[config.mk]
export PLATFORM = sky130hd
export DESIGN_NAME = ccr_unit
export DESIGN_NICKNAME = d
export VERILOG_FILES = /design/src/rtl/ccr_unit.sv
export SDC_FILE = /design/constraint.sdc
export NUM_CORES = 1
export LEC_CHECK = 0
export ABC_AREA = 0
export CAP_MARGIN = 20
export CORE_UTILIZATION = 65
export CTS_BUF_LIST = sky130_fd_sc_hd__clkbuf_8
export DETAILED_ROUTE_END_ITERATION = 10
export DONT_BUFFER_PORTS = 1
export PLACE_DENSITY_LB_ADDON = 0.1
export SYNTH_ARGS = -nofsm -noshare
export SYNTH_HDL_FRONTEND = slang
export SYNTH_SLANG_ARGS = --single-unit
[constraint.sdc]
create_clock -name i_clk -period 3.8 [get_ports i_clk]
set_input_delay 0.38 -clock i_clk [delete_from_list [all_inputs] [get_ports i_clk]]
set_output_delay 0.38 -clock i_clk [all_outputs]
set_load 0.02 [all_outputs]
[src/rtl/ccr_unit.sv]
// ccr_unit: condition-code register for the execute-memory stage.
// Holds the Z/N/C flags fed back to the ALU, loads ALU flag results, applies
// SETC/CLRC, consumes the flag tested by a taken conditional jump, and
// saves/restores flags across interrupt entry/RTI on a small hardware stack.
//
// Ports:
//   i_clk, i_rst_n          clock (rising edge), synchronous active-low reset
//   i_stall                 freezes all state
//   i_alu_we, i_alu_*       ALU flag write enable and flag values
//   i_setc, i_clrc          set / clear carry
//   i_br_valid, i_br_cond   branch present; 00 JZ, 01 JN, 10 JC, 11 JMP
//   i_int_save              push current flags
//   i_rti_restore           pop flags
//   o_*_flag                registered flags
//   o_br_taken              combinational branch decision from registered flags
//   o_depth                 number of saved flag sets
//   o_overflow/o_underflow  sticky stack error flags
module ccr_unit #(
  parameter int unsigned STACK_DEPTH = 4
) (
  input  logic                               i_clk,
  input  logic                               i_rst_n,
  input  logic                               i_stall,
  input  logic                               i_alu_we,
  input  logic                               i_alu_zero,
  input  logic                               i_alu_negative,
  input  logic                               i_alu_carry,
  input  logic                               i_setc,
  input  logic                               i_clrc,
  input  logic                               i_br_valid,
  input  logic [1:0]                         i_br_cond,
  input  logic                               i_int_save,
  input  logic                               i_rti_restore,
  output logic                               o_zero_flag,
  output logic                               o_negative_flag,
  output logic                               o_carry_flag,
  output logic                               o_br_taken,
  output logic [$clog2(STACK_DEPTH+1)-1:0]   o_depth,
  output logic                               o_overflow,
  output logic                               o_underflow
);

  localparam int unsigned DW = $clog2(STACK_DEPTH + 1);
  localparam logic [DW-1:0] MAX_DEPTH = DW'(STACK_DEPTH);

  typedef enum logic [1:0] {
    COND_JZ  = 2'b00,
    COND_JN  = 2'b01,
    COND_JC  = 2'b10,
    COND_JMP = 2'b11
  } br_cond_e;

  // Flag vector layout: [2] Z, [1] N, [0] C
  logic [2:0]    flags_q, flags_d;
  logic [2:0]    stack_q [STACK_DEPTH];
  logic [2:0]    stack_d [STACK_DEPTH];
  logic [DW-1:0] depth_q, depth_d;
  logic          ovf_q, ovf_d;
  logic          unf_q, unf_d;

  br_cond_e cond;
  logic     push_only;
  logic     pop_only;

  assign cond      = br_cond_e'(i_br_cond);
  assign push_only = i_int_save & ~i_rti_restore;
  assign pop_only  = i_rti_restore & ~i_int_save;

  always_comb begin
    o_br_taken = 1'b0;
    if (i_br_valid) begin
      unique case (cond)
        COND_JZ:  o_br_taken = flags_q[2];
        COND_JN:  o_br_taken = flags_q[1];
        COND_JC:  o_br_taken = flags_q[0];
        COND_JMP: o_br_taken = 1'b1;
        default:  o_br_taken = 1'b0;
      endcase
    end
  end

  always_comb begin
    flags_d = flags_q;
    depth_d = depth_q;
    ovf_d   = ovf_q;
    unf_d   = unf_q;
    for (int unsigned i = 0; i < STACK_DEPTH; i++) begin
      stack_d[i] = stack_q[i];
    end

    if (i_alu_we) begin
      flags_d = {i_alu_zero, i_alu_negative, i_alu_carry};
    end

    if (i_setc & ~i_clrc) begin
      flags_d[0] = 1'b1;
    end else if (i_clrc & ~i_setc) begin
      flags_d[0] = 1'b0;
    end

    // A taken conditional jump consumes the flag it tested.
    if (o_br_taken) begin
      unique case (cond)
        COND_JZ:  flags_d[2] = 1'b0;
        COND_JN:  flags_d[1] = 1'b0;
        COND_JC:  flags_d[0] = 1'b0;
        default:  ;
      endcase
    end

    if (push_only) begin
      if (depth_q < MAX_DEPTH) begin
        // Stack slot is selected by loop compare to keep index widths exact
        // for any STACK_DEPTH.
        for (int unsigned i = 0; i < STACK_DEPTH; i++) begin
          if (DW'(i) == depth_q) begin
            stack_d[i] = flags_q;
          end
        end
        depth_d = depth_q + DW'(1);
      end else begin
        ovf_d = 1'b1;
      end
    end else if (pop_only) begin
      if (depth_q != '0) begin
        for (int unsigned i = 0; i < STACK_DEPTH; i++) begin
          if (DW'(i + 1) == depth_q) begin
            flags_d = stack_q[i];
          end
        end
        depth_d = depth_q - DW'(1);
      end else begin
        unf_d = 1'b1;
      end
    end
  end

  always_ff @(posedge i_clk) begin
    if (!i_rst_n) begin
      flags_q <= '0;
      depth_q <= '0;
      ovf_q   <= 1'b0;
      unf_q   <= 1'b0;
    end else if (!i_stall) begin
      flags_q <= flags_d;
      depth_q <= depth_d;
      ovf_q   <= ovf_d;
      unf_q   <= unf_d;
    end
  end

  // Stack storage is not reset; entries above o_depth are never read.
  always_ff @(posedge i_clk) begin
    if (i_rst_n && !i_stall) begin
      for (int unsigned i = 0; i < STACK_DEPTH; i++) begin
        stack_q[i] <= stack_d[i];
      end
    end
  end

  assign o_zero_flag     = flags_q[2];
  assign o_negative_flag = flags_q[1];
  assign o_carry_flag    = flags_q[0];
  assign o_depth         = depth_q;
  assign o_overflow      = ovf_q;
  assign o_underflow     = unf_q;

endmodule

==> run_results.csv <==
group,metric,value,unit
outcome,status,"complete, no violations",
sta,fin_skew,0.00176,ns
yosys,syn_inst,126,
clocking,cts_hold_buf,0,
sta,maxSlewViolCount,0,
routing,drt_iter0_drc,49,
yosys,synth_top_cell_area_share,30.5,%
placement,globalplace.congestion,0.864,
routing,drcViolationCount,0,
routing,wl_met2,1090,microns
sta,worst_pin_slew,0.706,ns
cells_and_area,final_util,72.5,%
routing,wl_met1,1010,microns
worst_setup_path,crit_required,3.94,ns
yosys,synth_commonest_cells,"edfxtp_1 (12), a21oi_1 (11), inv_1 (11), nor2_1 (11)",
yosys,synth_cell_type_count,37,
floorplanning,pin_count,23,
power_and_ir_drop,p_leak,0.482,nW
yosys,syn_avg_cell_area,9.37,sq um
yosys,synth.top_cells.by_area,"edfxtp_1 (31%), dfxtp_1 (14%), ha_1 (8.5%), a21oi_1 (4.7%), inv_1 (3.5%)",
placement,dpl.hpwl,1710,microns
sta,hold_viol,0,
routing,met3WireLength,236,microns
floorplanning,core_area,1710,sq um
routing,wire_per_inst,15.9,microns
yosys,ys.flop_type,"edfxtp_1",
cells_and_area,diodes,0,
clocking,cts_tree,"yes",
global_route,antenna_found_initial,0,
clocking,clockBufferDepth,2,
global_route,grt_max_degree,17,
yosys,async_reset_ff_share,0,%
worst_setup_path,startpoint_type,"flip-flop",
routing,routed_wl,2380,microns
clocking,postCtsSetupRepairBufs,0,
global_route,grt_pass1_vias,831,
routing,ant_nets,0,
sta,relSlewSlack,52.9,%
worst_setup_path,worstPathMaxFanout,16,
routing,first_pass_iters,4,
placement,portBuffers,0,
cells_and_area,finalNetCount,148,
floorplanning,die_w,44.6,microns
clocking,cts_max_level,1,
global_route,grt_overflow_total,0,
clocking,cts_made_buffers,3,
power_and_ir_drop,power.total,0.000472,W
yosys,syn_nets,148,
global_route,grt_pass1_wl,3710,microns
worst_setup_path,end_kind,"flip-flop",
yosys,synthesis.area,1180,sq um
floorplanning,die_h,44.6,microns
yosys,yosysWarnings,0,
clocking,root_buffer,"clkbuf_8",
routing,topRoutingLayerUsed,"met4",
min_path,hold_class,"primary input to flip-flop",
yosys,synth_seq_area_share,44.1,%
floorplanning,initial_utilization,69.2,%
routing,vias,936,
worst_setup_path,criticalPathCategory,"flip-flop to flip-flop",
yosys,synth_largest_area_cell,"edfxtp_1",
yosys,ys_ff_latch,20,
global_route,gr-usage-all-layers,25.6,%
cells_and_area,syn_to_final_growth,4.87,%
sta,finalSetupViolations,0,
clocking,clk_pin_slew,0.07,ns
sta,setup_tns,0,ns
floorplanning,row_count,15,
yosys,synth_edf_count,12,
run,maxCapViolCount,0,
sta,fin_crit,2.18,ns
power_and_ir_drop,ir_drop,0.302,mV
cells_and_area,drive_gt1_share,5.60,%
sta,fmax,460,MHz
routing,via_per_inst,6.24,
clocking,clock-sinks,20,
power_and_ir_drop,power.density,381,nW/um^2
floorplanning,die-area,1990,sq um
yosys,synth.most_common_cell,"edfxtp_1",
worst_setup_path,crit_arrival,2.31,ns
clocking,clock_latency,0.25,ns
sta,fin_crit_sh,57.3,%
sta,grt_setup_unrepaired,"false",
clocking,cts_resized,0,
worst max-delay path, cell delays in order, from the launching register on:
cell,delay (ns)
dfxtp_1,0.78
inv_1,0.21
ha_1,0.34
a31oi_1,0.16
o21ai_0,0.11
o2111ai_1,0.11
a21oi_1,0.09
a311o_1,0.27
area by class of cell:
cell class / instances / area, sq um
clock buffer: 3 / 41.3
clock inverter: 1 / 3.75
fill: 131 / 469
inverter: 11 / 41.3
multi-input combinational: 90 / 601
sequential: 20 / 520
tap: 25 / 31.3
path summary, 6_finish.rpt:
path,start,end,slack [ns],cells past startpoint
worst max-delay path,o_depth[2]$_SDFFE_PN0P_,flags_q[0]$_SDFFE_PN0N_,1.62,7
worst max register to register,o_depth[2]$_SDFFE_PN0P_,flags_q[0]$_SDFFE_PN0N_,1.62,7
worst min-delay path,i_rst_n,o_depth[0]$_SDFFE_PN0P_,0.25,1
worst min register to register,stack_q[3][2]$_DFFE_PP_,flags_q[2]$_SDFFE_PN0N_,0.56,2
power by group:
| group | switching, W | internal, W |
|---|---|---|
| Combinational | 0.0000417 | 0.0000337 |
| Clock | 0.0000623 | 0.0000716 |
| Sequential | 0.0000231 | 0.000239 |
metrics by stage:
step / instances / cell area, sq um / worst slack [ns] / hold slack [ns]
floorplan: 126 / 1180 / 2.05 / 0.511
global placement: 146 / 1190 / 1.79 / 0.499
detailed placement: 146 / 1190 / 1.72 / 0.508
CTS: 150 / 1240 / 1.69 / 0.251
global route: 150 / 1240 / 1.50 / 0.256
finish: 150 / 1240 / 1.62 / 0.252
per-layer routing:
layer | track usage, % | vias to the layer above
li1 | - | 448
met1 | 33.9 | 430
met2 | 40.9 | 52
met3 | 6.12 | 6
met4 | 9.09 | 0
met5 | 0 | -
layout by cell type (no fill, tap or decap), drive strengths merged, types with 2 or more instances in the layout:
cell     synthesis  routed
a31oi            3       3
edfxtp          12      12
nor2            11      11
a21oi           11      11
xnor2            2       2
mux2i            2       2
o21ai            7       7
nand2            8       8
dfxtp            8       8
and2             5       5
clkbuf           5       3
o221ai           3       3
a21boi           3       3
nor2b            6       6
ha               8       8
o2111ai          2       2
inv             11      12
flip-flops by register name (all words and copies together), names as in the netlist:
signal       flops
o_overflow       1
flags_q          3
stack_q         12
o_underflow      1
o_depth          3
cells by family (layout without fill, tap and decap cells):
logic type | Yosys count | after routing | synth area share (%)
and+or+nand+nor | 39 | 39 | 16.6
AOI/OAI and AO/OA | 37 | 37 | 20.3
DFF | 20 | 20 | 44.1
buffers and inverters | 16 | 15 | 5.08
adders and majority gates | 9 | 9 | 9.43
muxes | 3 | 3 | 2.97
xor gates and xnor gates | 2 | 2 | 1.48
(Power assumes the default switching activity.)
